`src/rtl/regfile_pkg.sv`:
```
`default_nettype none
// ============================================================================
// Module  : regfile_pkg
// Brief   : Shared constants and state encoding for the regfile write arbiter.
// Rev     : 1.0  initial release
// ============================================================================
package regfile_pkg;

  localparam int ADDR_W_DEF = 5;
  localparam int DATA_W_DEF = 32;
  localparam int NUM_REGS   = 32;

  // CLEAR sweeps the regfile to zero after reset; RUN arbitrates requesters.
  typedef enum logic [0:0] {
    CLEAR = 1'b0,
    RUN   = 1'b1
  } state_t;

endpackage : regfile_pkg
`default_nettype wire

```
`src/rtl/regfile_write_arbiter_rr_arbiter.sv`:
```
`default_nettype none
// ============================================================================
// Module  : rr_arbiter
// Brief   : Round-robin arbiter. The search starts at ptr and wraps; ptr
//           moves one past the winner whenever a grant is consumed.
// Rev     : 1.0  initial release
// ============================================================================
module rr_arbiter #(
  parameter int N = 2
) (
  input  logic                 Clk,
  input  logic                 Reset_n,
  input  logic [N-1:0]         Req,
  input  logic                 Advance,
  output logic [N-1:0]         Grant,
  output logic [$clog2(N)-1:0] GrantIdx
);

  localparam int IW = $clog2(N);

  logic [IW-1:0] ptr;
  logic          found;
  int            j;

  // First requester at or after ptr, wrapping modulo N, wins.
  always_comb begin
    Grant    = '0;
    GrantIdx = '0;
    found    = 1'b0;
    j        = 0;
    for (int k = 0; k < N; k++) begin
      j = int'(ptr) + k;
      if (j >= N) j = j - N;
      if (!found && Req[j]) begin
        found    = 1'b1;
        Grant[j] = 1'b1;
        GrantIdx = IW'(j);
      end
    end
  end

  // Rotate priority one past the requester that just completed a transfer.
  always_ff @(posedge Clk or negedge Reset_n) begin
    if (!Reset_n) begin
      ptr <= '0;
    end else if (Advance) begin
      ptr <= (GrantIdx == IW'(N - 1)) ? '0 : GrantIdx + 1'b1;
    end
  end

endmodule : rr_arbiter
`default_nettype wire

```
`src/rtl/regfile_write_arbiter.sv`:
```
`default_nettype none
// ============================================================================
// Module  : regfile_write_arbiter
// Brief   : Shares the single regfile write port between NUM_REQ requesters
//           with valid/ready handshakes and round-robin fairness.
//           Optional macro REGFILE_CLEAR_EN adds a post-reset CLEAR sweep
//           that zeroes every register before requesters are served.
// Rev     : 1.0  initial release
// ============================================================================
module regfile_write_arbiter
  import regfile_pkg::*;
#(
  parameter int NUM_REQ = 2,
  parameter int ADDR_W  = ADDR_W_DEF,
  parameter int DATA_W  = DATA_W_DEF
) (
  input  logic                       Clk,
  input  logic                       Reset_n,
  input  logic [NUM_REQ-1:0]         ReqValid,
  input  logic [NUM_REQ*ADDR_W-1:0]  ReqAddr,
  input  logic [NUM_REQ*DATA_W-1:0]  ReqData,
  output logic [NUM_REQ-1:0]         ReqReady,
  output logic [ADDR_W-1:0]          WriteRegister,
  output logic [DATA_W-1:0]          WriteData,
  output logic                       RegWrite,
  output logic [$clog2(NUM_REQ)-1:0] GrantId,
  output logic                       Busy
);

  localparam int IDW = $clog2(NUM_REQ);

  logic               run;
  logic               clearing;
  logic               any_grant;
  logic [NUM_REQ-1:0] arb_req;
  logic [NUM_REQ-1:0] arb_grant;
  logic [IDW-1:0]     arb_idx;

`ifdef REGFILE_CLEAR_EN
  state_t            state;
  logic [ADDR_W-1:0] clear_cnt;

  // Sweep every address once after reset, then hand over to RUN for good.
  always_ff @(posedge Clk or negedge Reset_n) begin
    if (!Reset_n) begin
      state     <= CLEAR;
      clear_cnt <= '0;
    end else if (state == CLEAR) begin
      clear_cnt <= clear_cnt + 1'b1;
      if (clear_cnt == {ADDR_W{1'b1}}) state <= RUN;
    end
  end

  assign run      = (state == RUN);
  // Gated with Reset_n so outputs hold reset values while reset is low.
  assign clearing = (state == CLEAR) && Reset_n;
`else
  assign run      = 1'b1;
  assign clearing = 1'b0;
`endif

  assign arb_req   = run ? ReqValid : '0;
  assign any_grant = |arb_grant;
  assign Busy      = clearing;

  rr_arbiter #(
    .N (NUM_REQ)
  ) u_rr_arbiter (
    .Clk      (Clk),
    .Reset_n  (Reset_n),
    .Req      (arb_req),
    .Advance  (run && any_grant),
    .Grant    (arb_grant),
    .GrantIdx (arb_idx)
  );

  // Write-port mux: clear sweep, granted requester, or idle zeros.
  always_comb begin
    RegWrite      = 1'b0;
    WriteRegister = '0;
    WriteData     = '0;
    ReqReady      = '0;
    GrantId       = '0;
`ifdef REGFILE_CLEAR_EN
    if (clearing) begin
      RegWrite      = 1'b1;
      WriteRegister = clear_cnt;
    end else
`endif
    if (Reset_n && run && any_grant) begin
      RegWrite = 1'b1;
      ReqReady = arb_grant;
      GrantId  = arb_idx;
      for (int i = 0; i < NUM_REQ; i++) begin
        if (arb_grant[i]) begin
          WriteRegister = ReqAddr[i*ADDR_W +: ADDR_W];
          WriteData     = ReqData[i*DATA_W +: DATA_W];
        end
      end
    end
  end

endmodule : regfile_write_arbiter
`default_nettype wire
```
`config.mk`:
```
export PLATFORM = sky130hd
export DESIGN_NAME = regfile_write_arbiter
export DESIGN_NICKNAME = d
export VERILOG_FILES = /design/src/rtl/regfile_pkg.sv /design/src/rtl/regfile_write_arbiter_rr_arbiter.sv /design/src/rtl/regfile_write_arbiter.sv
export SDC_FILE = /design/constraint.sdc
export NUM_CORES = 1
export LEC_CHECK = 0
export ABC_AREA = 1
export BUFFER_PORTS_ARGS = -buffer_cell sky130_fd_sc_hd__buf_2
export CAP_MARGIN = 20
export CORE_ASPECT_RATIO = 1.1
export CORE_MARGIN = 2
export CORE_UTILIZATION = 32
export CTS_BUF_LIST = sky130_fd_sc_hd__clkbuf_8
export DETAILED_ROUTE_END_ITERATION = 7
export PLACE_DENSITY = 0.79
export SYNTH_ARGS = -nofsm -noshare
export SYNTH_HDL_FRONTEND = slang
export SYNTH_SLANG_ARGS = --single-unit
```
`constraint.sdc`:
```
create_clock -name Clk -period 1.14 [get_ports Clk]
set_input_delay 0.057 -clock Clk [delete_from_list [all_inputs] [get_ports Clk]]
set_output_delay 0.057 -clock Clk [all_outputs]
set_load 0.005 [all_outputs]
```
### After elaboration in Yosys (flattened, before gate mapping)

Cells that the tools add are included.

| storage, ports and cells | value |
|---|---|
| flip-flop bits (word level) | 1 |
| input bits | 78 |
| output and inout bits | 42 |
| word-level logic and storage cells | 45 |

| cells by class | value |
|---|---|
| add/sub/neg operators | 4 |
| order comparisons | 6 |
| mux-type cells | 27 |
| bitwise logic cells | 1 |
| reductions and logical operators | 6 |

Operators by type and width:

| operator | number |
|---|---|
| 32-bit 2-to-1 mux | 5 |
| 32-bit by 1-bit >= comparator with 1-bit output, second input constant | 2 |
| 32-bit by 3-bit less-than comparator with 1-bit output, second input constant | 2 |
| 32-bit by 3-bit >= comparator with 1-bit output, second input constant | 1 |
| 32-bit by 3-bit subtractor with 32-bit output, second input constant | 1 |
| 5-bit 2-to-1 mux | 3 |
| 1-bit 2-to-1 mux | 14 |
| 2-bit 2-to-1 mux | 3 |
| 1-bit logical AND | 4 |
| 1-bit by 2-bit subtractor with 3-bit output, second input constant | 1 |
| 1-bit by 1-bit adder with 2-bit output, second input constant | 1 |
| 1-bit demux with 1-bit select | 2 |
| 1-bit by 2-bit >= comparator with 1-bit output, second input constant | 1 |
| 2-bit bitwise OR | 1 |
| 2-bit OR reduction | 1 |
| 1-bit adder, second input constant | 1 |
| 1-bit logical NOT | 1 |

### Longest topological paths before layout

| depth | value |
|---|---|
| depth after elaboration | 12 |
| gate-level depth with buffers | 6 |
| mapped depth without buffers | 4 |

### Cells and area by module

A second synthesis with hierarchy kept.

| unflattened totals | value |
|---|---|
| cells, all modules | 150 |
| area, all modules | 725.7 um2 |

By module, submodules not included:

| module | instances | cells an instance | area each (um2) | sequential area each (um2) |
|---|---|---|---|---|
| regfile_write_arbiter | 1 | 138 | 654.4 | 0.0 |
| rr_arbiter | 1 | 12 | 71.3 | 25.0 |

### Least setup slack after synthesis

No wires, ideal clock.

| path | value |
|---|---|
| kind | register to output |
| start | register u_rr_arbiter.ptr |
| end | output WriteData[10] |
| arrival | 0.968 ns |
| required time | 1.083 ns |
| setup slack | 0.115 ns |
| stages on the path, launching flop included | 6 |
| buffers on the path | 1 |
| cells stage by stage | dfrtp_1 -> inv_1 -> nand2_2 -> clkbuf_1 -> nand3_1 -> a21oi_2 |

| on the way | value |
|---|---|
| longest elaborated chain between the ends | 12 |
| elaborated cells on any way between the ends | 34 |
| those cells by class | 3 x add/sub; 6 x order compare; 18 x mux; 1 x bitwise; 6 x reduce/logical |

Ends and longest elaborated chain:

| what | line | RTL |
|---|---|---|
| from (decl) | regfile_write_arbiter_rr_arbiter.sv:21 | `logic [IW-1:0] ptr;` |
| from (signal assigned) | regfile_write_arbiter_rr_arbiter.sv:47 | `ptr <= (GrantIdx == IW'(N - 1)) ? '0 : GrantIdx + 1'b1;` |
| 1-bit by 1-bit adder with 2-bit output (tied with other cells) | regfile_write_arbiter_rr_arbiter.sv:32 | `j = int'(ptr) + k;` |
| 32-bit by 3-bit subtractor with 32-bit output (tied with other cells) | regfile_write_arbiter_rr_arbiter.sv:33 | `if (j >= N) j = j - N;` |
| 32-bit 2-to-1 mux (tied with other cells) | regfile_write_arbiter_rr_arbiter.sv:33 |  |
| 32-bit by 1-bit >= comparator with 1-bit output (implied by the code) (tied with other cells) | regfile_write_arbiter_rr_arbiter.sv:36 | `Grant[j] = 1'b1;` |
| 1-bit logical AND (implied by the code) (tied with other cells) | regfile_write_arbiter_rr_arbiter.sv:36 |  |
| 1-bit 2-to-1 mux (implied by the code) (tied with other cells) | regfile_write_arbiter_rr_arbiter.sv:36 |  |
| 1-bit demux with 1-bit select (tied with other cells) | - |  |
| 2-bit bitwise OR (no source line) / 1-bit logical AND (equally long branches) | - |  |
| 2-bit 2-to-1 mux (*) | regfile_write_arbiter_rr_arbiter.sv:34 | `if (!found && Req[j]) begin` |
| 32-bit 2-to-1 mux / 2-bit OR reduction (equally long branches) | regfile_write_arbiter.sv:95, regfile_write_arbiter.sv:63 |  |
| 32-bit 2-to-1 mux / 1-bit logical AND (equally long branches) | regfile_write_arbiter.sv:95, regfile_write_arbiter.sv:90 |  |
| 32-bit 2-to-1 mux (*) | regfile_write_arbiter.sv:90 | `if (Reset_n && run && any_grant) begin` |
| to (decl) | regfile_write_arbiter.sv:24 | `output logic [DATA_W-1:0] WriteData,` |

Mark *: on every way between the ends. The rest lies on a longest branch, timed or not. The select of a mux whose other input is x is not followed.

### Final worst setup path

| path | value |
|---|---|
| start | register u_rr_arbiter.ptr |
| end | output WriteData[5] |

The elaborated chain is that of the path after synthesis.

==> impl_metrics.env <==
export IMPL_run_status="complete, but fails checks"
export IMPL_violations_in_the_final_reports="setup timing"
export IMPL_asyncSetResetFlopFracSynth_pct=100.0
export IMPL_detail_route_iter0_violations=52
export IMPL_antenna_violations_before_repair=0
export IMPL_series_of_cell_instances_along_the_critical_path="nand2_4 > nand3_4 > nand2_8 > clkbuf_16 > a21oi_2 > buf_2"
export IMPL_place_gp_congestion=0.6703
export IMPL_critical_path_top_delay_family="flip-flops"
export IMPL_synth_top_area_share_pct=42.23
export IMPL_finalNetCount=347
export IMPL_grt_max_degree=29
export IMPL_filler_cell_count=217
export IMPL_rsz0062_at_grt="true"
export IMPL_ant_nets=0
export IMPL_synth_seq_cells=1
export IMPL_placement_setup_worst_slack_ns=0.01059
export IMPL_cp_required_ns=1.08
export IMPL_final_common_cell="sky130_fd_sc_hd__buf_2"
export IMPL_top_library_cells_by_usage_in_the_layout_fill_and_taps_aside="sky130_fd_sc_hd__buf_2, sky130_fd_sc_hd__nand3_1, sky130_fd_sc_hd__a21oi_2, sky130_fd_sc_hd__nand3_2"
export IMPL_global_route_wire_length_before_repair_mm=5.092
export IMPL_largest_register="u_rr_arbiter.ptr"
export IMPL_total_number_of_vias=1570
export IMPL_worstSetupPathType="reg2out"
export IMPL_placement_io_buffers=118
export IMPL_setup_worst_path_start_class="flop"
export IMPL_worstSkewPairLatency_ns=0
export IMPL_detailedPlacementHpwl_mm=2.643
export IMPL_design_power_total_mw=0.9508
export IMPL_grt_remaining_overflow=0
export IMPL_synth_sequential_area_ratio_pct=2.853
export IMPL_post_drt_via_cell_ratio=5.268
export IMPL_post_route_core_utilization_pct=74.47
export IMPL_placement_cell_area_um2=1498
export IMPL_route_detailed_drc=0
export IMPL_clock_fmax_mhz=860.2
export IMPL_detailedRoute_firstPassIterationCount=6
export IMPL_synth_yosys_warnings=0
export IMPL_critical_path_buf_inv_count=2
export IMPL_final_instance_count_without_filler_cells=298
export IMPL_wl_mm=4.197
export IMPL_postSynth_topFlopCell="sky130_fd_sc_hd__dfrtp_1"
export IMPL_min_path_type="in2out"
export IMPL_antennaDiodeCount=0
export IMPL_post_route_min_period_ns=1.163
export IMPL_io_pins=120
export IMPL_syn_num_nets=227
export IMPL_cp_arrival_ns=1.11
export IMPL_synth_area_um2=877.1
export IMPL_largest_registers="u_rr_arbiter.ptr: 1 flops"
export IMPL_std_cell_rows=19
export IMPL_floorplan_die_width_um=53.92
export IMPL_timing_critical_path_slowest_stage_cell="sky130_fd_sc_hd__dfrtp_1"
export IMPL_setup_viol=5
export IMPL_wire_per_inst_um=14.08
export IMPL_critical_path_endpoint_type="output pin"
export IMPL_max_cap_viol=0
export IMPL_p_per_area_nw_per_um2=501.9
export IMPL_area_of_the_multi_input_gates_um2=873.3
export IMPL_number_of_global_route_vias_before_repair=1291
export IMPL_floorplan_initialDensity_pct=34.48
export IMPL_synth_area_leaders="sky130_fd_sc_hd__nand3_1, sky130_fd_sc_hd__a21oi_2, sky130_fd_sc_hd__a21oi_1, sky130_fd_sc_hd__buf_4, sky130_fd_sc_hd__buf_2"
export IMPL_report_final_slew_viol_count=0
export IMPL_post_synth_edffs=0
export IMPL_worst_vdd_drop_uv=427.3
export IMPL_syn_mean_instance_area_um2=5.887
export IMPL_postLayoutCellArea_um2=1894
export IMPL_final_seq_area_um2=25.02
export IMPL_area_added_between_synthesis_and_finish_pct=116.0
export IMPL_crit_path_max_incr_delay_ns=0.38
export IMPL_largest_reg_flops=1
export IMPL_design_core_area_um2=2544
export IMPL_fp_dieArea_um2=3176
export IMPL_count_of_cell_types_in_the_netlist=18
export IMPL_grt_usage_pct=19.84
export IMPL_post_route_worst_setup_slack_ns=-0.02250
export IMPL_hold_violations=0
export IMPL_netlist_top_cell_by_area="sky130_fd_sc_hd__nand3_1"
export IMPL_placed_cells_incl_taps=288
export IMPL_layout_drive_gt1_share_pct=71.16
export IMPL_netlist_instances=149
export IMPL_cts_reportedPaths_clkPinSlew_ns=0
export IMPL_rrSetupSlack_ns=0.20
export IMPL_period_share_pct=102.0
export IMPL_die_h_um=58.91
export IMPL_clock_skew_final_ns=0
export IMPL_static_leakage_nw=0.9604
export IMPL_crit_path_max_fanout=7
[where the power goes]
group / internal (mW) / switching [mW]
clock network: 0 / 0
logic: 0.463 / 0.440
registers: 0.0414 / 0.00610
total: 0.505 / 0.446
[cell families (layout without fill, tap and decap cells)]
group | after synthesis | in the layout | synth area share (%)
and+or+nand+nor | 83 | 83 | 47.65
AOI/OAI and AO/OA | 38 | 38 | 29.39
buffers and inverters | 26 | 144 | 19.69
other | 1 | 1 | 0.4275
DFF | 1 | 1 | 2.853
[layout make-up]
cell class | instances | share of cell area (%)
Timing Repair Buffer | 139 | 49.54
Sequential cell | 1 | 1.321
Inverter | 5 | 0.9908
Multi-Input combinational cell | 122 | 46.10
Tap cell | 31 | 2.048
[timing repair]
action                                 4_1_cts  5_1_grt
setup endpoints to repair                    0       38
resized for setup                            0       42
buffers inserted                             0        1
endpoints found under the hold margin        1        0
hold buffers                                 1        0
[routing by layer]
| layer | track usage [%] | wire (µm) | vias up |
|---|---|---|---|
| met4 | 0.7326 | 17 | 0 |
| met3 | 1.015 | 410 | 2 |
| met1 | 22.14 | 1505 | 714 |
| met2 | 41.11 | 2264 | 82 |
| li1 | - | - | 772 |
| met5 | 0 | 0 | - |
[worst register-to-register path: stages (launching register included)]
cell and delay, ns:
sky130_fd_sc_hd__dfrtp_1 0.38, sky130_fd_sc_hd__inv_2 0.09, sky130_fd_sc_hd__nand2_8 0.12, sky130_fd_sc_hd__clkbuf_16 0.17, sky130_fd_sc_hd__o21ai_1 0.06
[Yosys cell counts, types with 2 or more instances]
cell type,number
sky130_fd_sc_hd__nand3_1,74
sky130_fd_sc_hd__a21oi_1,19
sky130_fd_sc_hd__a21oi_2,18
sky130_fd_sc_hd__buf_4,8
sky130_fd_sc_hd__buf_2,6
sky130_fd_sc_hd__inv_1,4
sky130_fd_sc_hd__nand2_2,3
sky130_fd_sc_hd__nor2_1,3
sky130_fd_sc_hd__buf_6,2
sky130_fd_sc_hd__buf_8,2
sky130_fd_sc_hd__clkbuf_1,2
sky130_fd_sc_hd__nand2_1,2
[through the flow]
stage | hold WS (ns) | TNS, ns
final | 0.4339 | -0.04451
after global placement | -0.1446 | 0
after CTS | 0.4111 | 0
after detailed placement | -0.1448 | 0
after global routing | 0.4518 | -1.182
after floorplan | -0.2386 | 0
[worst paths after layout]
kind	from	to	depth (start not counted)
max reg2reg	u_rr_arbiter.ptr	u_rr_arbiter.ptr	4
max	u_rr_arbiter.ptr	WriteData[5]	6
min reg2reg	u_rr_arbiter.ptr	u_rr_arbiter.ptr	3
min	ReqAddr[2]	WriteRegister[2]	4
min in group asynchronous	Reset_n	u_rr_arbiter.ptr	2
max in group asynchronous	Reset_n	u_rr_arbiter.ptr	2
Power figures use the tool's default switching activity.
